--- config.mk ---
export PLATFORM = sky130hd
export DESIGN_NAME = serial_mag_comparator
export DESIGN_NICKNAME = d
export VERILOG_FILES = /design/src/rtl/serial_mag_comparator.sv
export SDC_FILE = /design/constraint.sdc
export NUM_CORES = 1
export LEC_CHECK = 0
export BUFFER_PORTS_ARGS = -buffer_cell sky130_fd_sc_hd__clkbuf_2
export CAP_MARGIN = 20
export CELL_PAD_IN_SITES_DETAIL_PLACEMENT = 0
export CELL_PAD_IN_SITES_GLOBAL_PLACEMENT = 1
export CORE_ASPECT_RATIO = 1.2
export CORE_MARGIN = 2
export CORE_UTILIZATION = 43
export DETAILED_ROUTE_END_ITERATION = 10
export GPL_TIMING_DRIVEN = 0
export HOLD_SLACK_MARGIN = 0.02
export PLACE_DENSITY = 0.88
export SETUP_SLACK_MARGIN = 0.5
export SLEW_MARGIN = 0
export SYNTH_ARGS = -nofsm -noshare
export SYNTH_HDL_FRONTEND = slang
export SYNTH_SLANG_ARGS = --single-unit
--- constraint.sdc ---
create_clock -name clk -period 2.8 [get_ports clk]
set_input_delay 0.42 -clock clk [delete_from_list [all_inputs] [get_ports clk]]
set_output_delay 0.42 -clock clk [all_outputs]
set_load 0.02 [all_outputs]
--- src/rtl/serial_mag_comparator.sv ---
// serial_mag_comparator: bit-serial unsigned magnitude comparator.
// Operands are captured on start, then walked MSB-first one bit per clock.
// The first differing bit decides lesser/greater; if every bit matches the
// result is equal. The result holds until the next comparison is accepted.
// Optional feature macro: SERIAL_CMP_EARLY_EXIT_EN. When defined, the walk
// stops on the first differing bit. Otherwise all n bits are consumed.
// The lesser/greater/equal outcome is the same in both builds.
module serial_mag_comparator #(
  parameter int n = 16
) (
  input  logic         clk,
  input  logic         rst,
  input  logic         start,
  input  logic [n-1:0] a,
  input  logic [n-1:0] b,
  output logic         busy,
  output logic         done,
  output logic         lesser,
  output logic         greater,
  output logic         equal
);

  // Counter wide enough to hold n-1; n >= 2 guarantees at least one bit.
  localparam int CW = (n > 2) ? $clog2(n) : 1;
  localparam logic [CW-1:0] CNT_INIT = CW'(n - 1);
  localparam logic [CW-1:0] CNT_ZERO = {CW{1'b0}};
  localparam logic [CW-1:0] CNT_ONE  = CW'(1);

  typedef enum logic [1:0] {
    IDLE  = 2'd0,
    SHIFT = 2'd1,
    DONE  = 2'd2
  } state_t;

  state_t        state_q, state_d;
  logic [n-1:0]  a_sh_q, a_sh_d;
  logic [n-1:0]  b_sh_q, b_sh_d;
  logic [CW-1:0] cnt_q, cnt_d;
  logic          busy_q, busy_d;
  logic          done_q, done_d;
  logic          lesser_q, lesser_d;
  logic          greater_q, greater_d;
  logic          equal_q, equal_d;
  logic          a_msb_s;
  logic          b_msb_s;
  logic          decided_s;

  // Next-state, datapath and registered-output computation for the FSM.
  always_comb begin
    state_d   = state_q;
    a_sh_d    = a_sh_q;
    b_sh_d    = b_sh_q;
    cnt_d     = cnt_q;
    lesser_d  = lesser_q;
    greater_d = greater_q;
    equal_d   = equal_q;
    a_msb_s   = a_sh_q[n-1];
    b_msb_s   = b_sh_q[n-1];
    decided_s = lesser_q | greater_q;

    case (state_q)
      IDLE: begin
        if (start) begin
          state_d   = SHIFT;
          a_sh_d    = a;
          b_sh_d    = b;
          cnt_d     = CNT_INIT;
          lesser_d  = 1'b0;
          greater_d = 1'b0;
          equal_d   = 1'b0;
        end else begin
          state_d = IDLE;
        end
      end

      SHIFT: begin
        a_sh_d = {a_sh_q[n-2:0], 1'b0};
        b_sh_d = {b_sh_q[n-2:0], 1'b0};

        // Only the first differing pair may set a result bit.
        if (!decided_s && a_msb_s && !b_msb_s) begin
          greater_d = 1'b1;
        end else if (!decided_s && !a_msb_s && b_msb_s) begin
          lesser_d = 1'b1;
        end else begin
          greater_d = greater_q;
        end

        if (cnt_q == CNT_ZERO) begin
          // Last pair compared: the counter stops here rather than wrapping.
          state_d = DONE;
          if (!lesser_d && !greater_d) begin
            equal_d = 1'b1;
          end else begin
            equal_d = 1'b0;
          end
        end else begin
          cnt_d = cnt_q - CNT_ONE;
`ifdef SERIAL_CMP_EARLY_EXIT_EN
          if (!decided_s && (a_msb_s != b_msb_s)) begin
            state_d = DONE;
          end else begin
            state_d = SHIFT;
          end
`else
          state_d = SHIFT;
`endif
        end
      end

      DONE: begin
        state_d = IDLE;
      end

      default: begin
        state_d = IDLE;
      end
    endcase

    busy_d = (state_d == SHIFT);
    done_d = (state_d == DONE);
  end

  // State, datapath and output registers with synchronous reset.
  always_ff @(posedge clk) begin
    if (rst) begin
      state_q   <= IDLE;
      a_sh_q    <= {n{1'b0}};
      b_sh_q    <= {n{1'b0}};
      cnt_q     <= CNT_ZERO;
      busy_q    <= 1'b0;
      done_q    <= 1'b0;
      lesser_q  <= 1'b0;
      greater_q <= 1'b0;
      equal_q   <= 1'b0;
    end else begin
      state_q   <= state_d;
      a_sh_q    <= a_sh_d;
      b_sh_q    <= b_sh_d;
      cnt_q     <= cnt_d;
      busy_q    <= busy_d;
      done_q    <= done_d;
      lesser_q  <= lesser_d;
      greater_q <= greater_d;
      equal_q   <= equal_d;
    end
  end

  assign busy    = busy_q;
  assign done    = done_q;
  assign lesser  = lesser_q;
  assign greater = greater_q;
  assign equal   = equal_q;

endmodule

==> run_results.csv, run 1 <==
group,metric,value,unit
outcome,status,"finished, final reports clean",
cts,cts_sinks,43,
floorplanning,rows,27,
route,antenna_left,0,
power,clkPwrFrac,27.0,%
sta,rsz0062_at_grt,"false",
floorplanning,die_h,78.4,microns
cells_and_area,final_common_cell,"nand2_1",
cells_and_area,final.fill_count,473,
sta,clock_skew,6.58,ps
logic_synthesis,synth_edf_count,0,
sta,tightest_slew,673,ps
min_path,hold_start,"a[5]",
floorplanning,die-area,5180,sq um
sta,relSlewSlack,55.1,%
cts,cts.htree.levels,2,
min_path,holdPathStages,3,
global_route,grt_usage,18.7,%
global_route,antenna_found_initial,0,
logic_synthesis,synthDistinctLibCells,32,
route,via_per_inst,5.24,
route,wl_per_cell,12.9,microns
floorplanning,initial_core_util,43.8,%
cts,clock_latency,290,ps
sta,setup_tns,0,ps
cts,clk_pin_slew,80,ps
sta,finalHoldViolations,0,
cts,cts_tree,"built",
logic_synthesis,yosysSeqAreaShare,43.4,%
logic_synthesis,synthFlopType,"dfxtp_1",
floorplanning,ioPinCount,40,
route,drt_pass1_iterations,4,
floorplanning,die_w,66.0,microns
sta,max_freq,0.685,GHz
logic_synthesis,yosysTopAreaCell,"dfxtp_1",
cells_and_area,area_delta_synth_final,17.3,%
setup_path,rr_worst_depth,5,
logic_synthesis,syn_area_per_cell,8.52,sq um
logic_synthesis,synth-seq-cells,43,
min_path,hp-class,"in2reg",
route,drcViolationCount,0,
route,vias,1767,
logic_synthesis,synth_area_leaders,"dfxtp_1 43%, nand2_1 11%, a311oi_1 8.4%, nor2_1 7.6%, a311oi_2 6.8%",
global_route,grt_pass1_wl,7620,microns
placed_design,placement.io_buffers,38,
cts,clockBufferDepth,2,
cells_and_area,multi_input_area,980,sq um
cts,cts_buffers,5,
job,cap_viol_max_count,0,
cts,clockRootBuffer,"clkbuf_8",
placed_design,routabilityCongestion,0.799,
route,wl,4330,microns
cells_and_area,drive_gt1_share,26.2,%
global_route,grt_max_degree,13,
power,p_comb_share,22.8,%
cells_and_area,register_area,861,sq um
min_path,whs_endpoint,"a_sh_q[5]",
power,p_sw,434,uW
logic_synthesis,synth_area,1980,sq um
global_route,overflow,0,
setup_path,ff2ff_setup_slack,1340,ps
power,powerDensity,617,nW/um^2
power,seqPwrFrac,50.2,%
logic_synthesis,ys_warn_count,0,
power,p_int,1000,uW
setup_path,worst-setup-path-type,"reg2reg",
global_route,first_global_vias,1709,
cts,cts_resized,0,
logic_synthesis,synth_top_area_share,43.4,%
sta,holdWs,365,ps
power,cellLeakagePower,0.000979,uW
cts,cts_setup_buffers,0,
sta,maxSlewViolCount,0,
route,drtIter0Drc,89,
sta,finalSetupViolations,0,
floorplanning,fp.coreArea,4530,sq um
logic_synthesis,netlist_instances,233,
placed_design,hpwlAfterDp,3040,microns
cells_and_area,final_cell_mix,"57 x nand2_1, 43 x dfxtp_1, 40 x nor2_1, 38 x clkbuf_2, 19 x a311oi_1",
logic_synthesis,syn_nets,269,
setup_path,end_kind,"register",
sta,layout_min_cycle_time,1460,ps
setup_path,start_kind,"register",
setup_path,worstReg2RegStart,"cnt_q[0]",
logic_synthesis,synthArstFlopShare,0,%
setup_path,reg2reg_to,"cnt_q[0]",
setup_path,required,3010,ps
power,vdd_drop_max,0.000310,V
setup_path,path_max_fanout,4,
sta,fin_crit_sh,52.1,%
setup_path,cp.arrival,1670,ps
cells_and_area,diodes,0,
cells_and_area,nets,314,
cts,cts_hold_buf,0,
power,switching_share,30.2,%
flip-flops by register name, indices dropped and copies added, names as in the netlist:
name and flops:
a_sh_q 16, b_sh_q 16, busy 1, cnt_q 4, done 1, equal 1
greater 1, lesser 1, state_q 2
cell type report:
type | count | area share [%]
multi-input cells | 166 | 42.1
flip-flops and latches | 43 | 37.0
repair buffers | 38 | 8.17
plain buffers | 21 | 5.70
clock buffers | 7 | 3.28
well taps | 58 | 3.12
inverters | 3 | 0.484
clock inverters | 1 | 0.215
power groups by stage:
stage | Clock [uW] | Sequential (uW) | Combinational (uW)
final | 388 | 722 | 328
after floorplan | 0 | 732 | 246
after global placement | 0 | 734 | 327
after detailed placement | 0 | 736 | 331
after CTS | 393 | 722 | 332
after global routing | 424 | 734 | 372
per-stage QoR:
| stage | cell area (sq um) | worst slack, ps | std cells | util, % | power (uW) |
|---|---|---|---|---|---|
| floorplan | 1980 | 1530 | 233 | - | 978 |
| global placement | 2250 | 1210 | 329 | 49.6 | 1060 |
| detailed placement | 2250 | 1200 | 329 | 49.6 | 1070 |
| CTS | 2330 | 1360 | 337 | 51.4 | 1450 |
| global route | 2330 | 1180 | 337 | 51.4 | 1530 |
| finish | 2330 | 1340 | 337 | 51.4 | 1440 |
synthesized netlist by cell type, types with 2 or more instances:
library cell / number
a32oi_1: 2
nor2_1: 40
a31oi_1: 2
buf_6: 5
nand2_1: 57
nor3b_1: 4
a311oi_1: 19
dfxtp_1: 43
nand2b_1: 4
buf_2: 10
nor2b_1: 2
nand4b_1: 3
clkbuf_1: 5
or3b_2: 2
a21oi_1: 3
a311oi_2: 9
a22oi_1: 2
inv_1: 3
o21bai_1: 2
nor3_1: 4
worst max-delay path: stages, from the launching register on:
cell and delay (ps):
dfxtp_1 320, inv_1 90, ha_1 220, nor3b_1 410, nor3_1 100, a211oi_1 230
routing by layer:
layer / track usage [%] / vias up / share of wire [%]
li1: - / 901 / -
met1: 23.4 / 821 / 45
met2: 31.6 / 39 / 49
met3: 4.58 / 6 / 4.6
met4: 5.51 / 0 / 1.5
met5: 0 / - / 0
kinds of logic after synthesis:
| family | Yosys count | synth area share, % |
|---|---|---|
| AO/OA/AOI/OAI | 44 | 21.4 |
| XOR/XNOR | 1 | 0.441 |
| AND/OR/NAND/NOR | 119 | 26.4 |
| adder cells (fa/ha/maj) | 1 | 0.630 |
| multiplexers | 1 | 0.504 |
| buffers and inverters | 24 | 7.25 |
| flip-flops | 43 | 43.4 |
worst max-delay path by stage:
stage                      end  depth (start not counted)  slack [ps]     start
detailed placement  state_q[1]                          3        1200       rst
global route          cnt_q[1]                          5        1180  cnt_q[0]
CTS                   cnt_q[0]                          5        1360  cnt_q[0]
global placement          done                          3        1210       rst
floorplan           b_sh_q[13]                          3        1530       rst
finish                cnt_q[0]                          5        1340  cnt_q[0]
(Power assumes the default switching activity.)
==> inputs of run 2 (changes only) <==
--- a/config.mk
+++ b/config.mk
@@ -11,11 +11,11 @@
 export CELL_PAD_IN_SITES_GLOBAL_PLACEMENT = 1
 export CORE_ASPECT_RATIO = 1.2
 export CORE_MARGIN = 2
-export CORE_UTILIZATION = 43
+export CORE_UTILIZATION = 36
 export DETAILED_ROUTE_END_ITERATION = 10
 export GPL_TIMING_DRIVEN = 0
 export HOLD_SLACK_MARGIN = 0.02
-export PLACE_DENSITY = 0.88
+export PLACE_DENSITY = 0.79
 export SETUP_SLACK_MARGIN = 0.5
 export SLEW_MARGIN = 0
 export SYNTH_ARGS = -nofsm -noshare
==> constraint.sdc (replaced) <==
create_clock -name clk -period 1.3 [get_ports clk]
set_input_delay 0.195 -clock clk [delete_from_list [all_inputs] [get_ports clk]]
set_output_delay 0.195 -clock clk [all_outputs]
set_load 0.02 [all_outputs]
==> run_results.csv, run 2 (synthesized netlist as in run 1, its figures left out) <==
group,metric,value,unit
cells_and_area,largest_registers,"a_sh_q (16), b_sh_q (16), cnt_q (4)",
cts,cts_sinks,43,
cells_and_area,multi_input_area,1090,sq um
power,switching_share,29.6,%
route,via_per_inst,5.19,
sta,clock_skew,9.52,ps
global_route,grt_usage,17.4,%
sta,tightest_slew,528,ps
cells_and_area,nets,332,
cts,cts_hold_buf,0,
power,p_sw,1040,uW
power,seqPwrFrac,44.6,%
job,cap_viol_max_count,0,
placed_design,placement.io_buffers,38,
placed_design,routabilityCongestion,0.742,
sta,relSlewSlack,64.8,%
floorplanning,die_w,71.8,microns
sta,holdWs,131,ps
floorplanning,initial_core_util,37.5,%
setup_path,path_max_fanout,10,
min_path,whs_endpoint,"a_sh_q[8]",
power,p_int,2490,uW
cells_and_area,area_delta_synth_final,40.2,%
setup_path,ff2ff_setup_slack,2,ps
cells_and_area,register_area,873,sq um
floorplanning,rows,29,
floorplanning,die-area,6120,sq um
cells_and_area,drive_gt1_share,39.7,%
global_route,overflow,0,
route,wl_per_cell,13.9,microns
cts,cts_buffers,5,
cts,cts.htree.levels,2,
route,antenna_left,0,
setup_path,rr_worst_depth,5,
cts,clk_pin_slew,80,ps
setup_path,end_kind,"register",
setup_path,required,1460,ps
power,powerDensity,1270,nW/um^2
floorplanning,ioPinCount,40,
sta,maxSlewViolCount,0,
sta,finalSetupViolations,0,
global_route,grt_pass1_wl,8420,microns
sta,rsz0062_at_grt,"true",
power,vdd_drop_max,0.000560,V
route,drtIter0Drc,105,
route,drcViolationCount,0,
placed_design,hpwlAfterDp,3100,microns
sta,fin_crit_sh,99.9,%
power,clkPwrFrac,27.3,%
power,p_comb_share,28.2,%
min_path,hold_start,"a[8]",
route,wl,4980,microns
cells_and_area,final_cell_mix,"57 x nand2_1, 38 x nor2_1, 35 x dfxtp_1, 34 x clkbuf_2, 18 x a311oi_1",
route,vias,1864,
route,drt_pass1_iterations,4,
setup_path,reg2reg_to,"b_sh_q[4]",
cells_and_area,final_common_cell,"nand2_1",
cts,clockBufferDepth,2,
global_route,antenna_found_initial,0,
setup_path,cp.arrival,1460,ps
cells_and_area,final.fill_count,510,
sta,finalHoldViolations,0,
global_route,first_global_vias,1787,
cells_and_area,diodes,0,
setup_path,worst-setup-path-type,"reg2reg",
setup_path,worstReg2RegStart,"state_q[1]",
min_path,holdPathStages,3,
cells_and_area,design_area,2780,sq um
sta,layout_min_cycle_time,1300,ps
setup_path,start_kind,"register",
cts,clockRootBuffer,"clkbuf_8",
min_path,hp-class,"in2reg",
floorplanning,fp.coreArea,5300,sq um
placed_design,dpl_cell_area,2310,sq um
cts,clock_latency,300,ps
power,cellLeakagePower,0.00117,uW
cts,cts_tree,"built",
sta,max_freq,0.770,GHz
global_route,grt_max_degree,13,
floorplanning,die_h,85.3,microns
outcome,status,"finished, final reports clean",
cells_and_area,final_util,52.5,%
-- run 2: cell types whose count changed in the layout (fill, tap and decap cells not counted), sizes merged --
| cell | change |
|---|---|
| buf | +21 |
| clkbuf | -3 |
| bufbuf | +1 |
| clkinv | -1 |
-- run 2: layer usage --
metal / part of all wire [%] / GRT usage, % / vias up
met2: 49 / 28.2 / 48
met5: 0 / 0 / -
li1: - / - / 938
met4: 1.7 / 7.55 / 0
met1: 45 / 22.2 / 870
met3: 4.7 / 3.80 / 8
-- run 2: through the flow --
stage | total power, uW | std cells | setup WS (ps) | TNS (ps)
3_3_place_gp | 2350 | 333 | 15.0 | 0
3_5_place_dp | 2360 | 333 | -4.56 | -4.56
5_1_grt | 3720 | 359 | -88.3 | -1640
2_1_floorplan | 2150 | 233 | 110 | 0
6_report | 3530 | 359 | 1.71 | 0
4_1_cts | 3480 | 354 | 8.41 | 0
-- run 2: cell type report --
class | instances | share of cell area (%)
repair buffers | 56 | 15.4
plain buffers | 21 | 7.20
multi-input cells | 166 | 39.2
flip-flops and latches | 43 | 31.4
well taps | 62 | 2.79
inverters | 3 | 0.405
clock buffers | 8 | 3.60
-- run 2: power groups by stage --
stage | logic, uW | clock network [uW] | registers, uW
2_1_floorplan | 569 | 0 | 1580
3_3_place_gp | 756 | 0 | 1590
3_5_place_dp | 768 | 0 | 1590
4_1_cts | 930 | 987 | 1570
5_1_grt | 1100 | 1030 | 1590
6_report | 995 | 962 | 1570
-- run 2: critical path, stage by stage, from the launching register on --
cell	delay (ps)
dfxtp_2	330
buf_6	110
o21ba_4	230
buf_12	130
buf_2	230
a311oi_1	120
-- run 2: worst max-delay path by stage --
stage          startpoint    endpoint  slack, ps  depth (start not counted)
6_report       state_q[1]   b_sh_q[4]          2                          5
3_3_place_gp   state_q[0]   b_sh_q[1]         10                          5
5_1_grt        state_q[1]   b_sh_q[5]        -90                          6
2_1_floorplan  state_q[1]  b_sh_q[15]        110                          6
4_1_cts        state_q[1]   a_sh_q[1]          8                          6
3_5_place_dp   state_q[0]  a_sh_q[14]         -5                          5
-- run 2: repair_timing --
item | CTS | global route
gates cloned | 1 | 1
gates resized for setup | 42 | 12
pin swaps | 7 | 2
buffers inserted | 12 | 4
setup endpoints to repair | 48 | 48
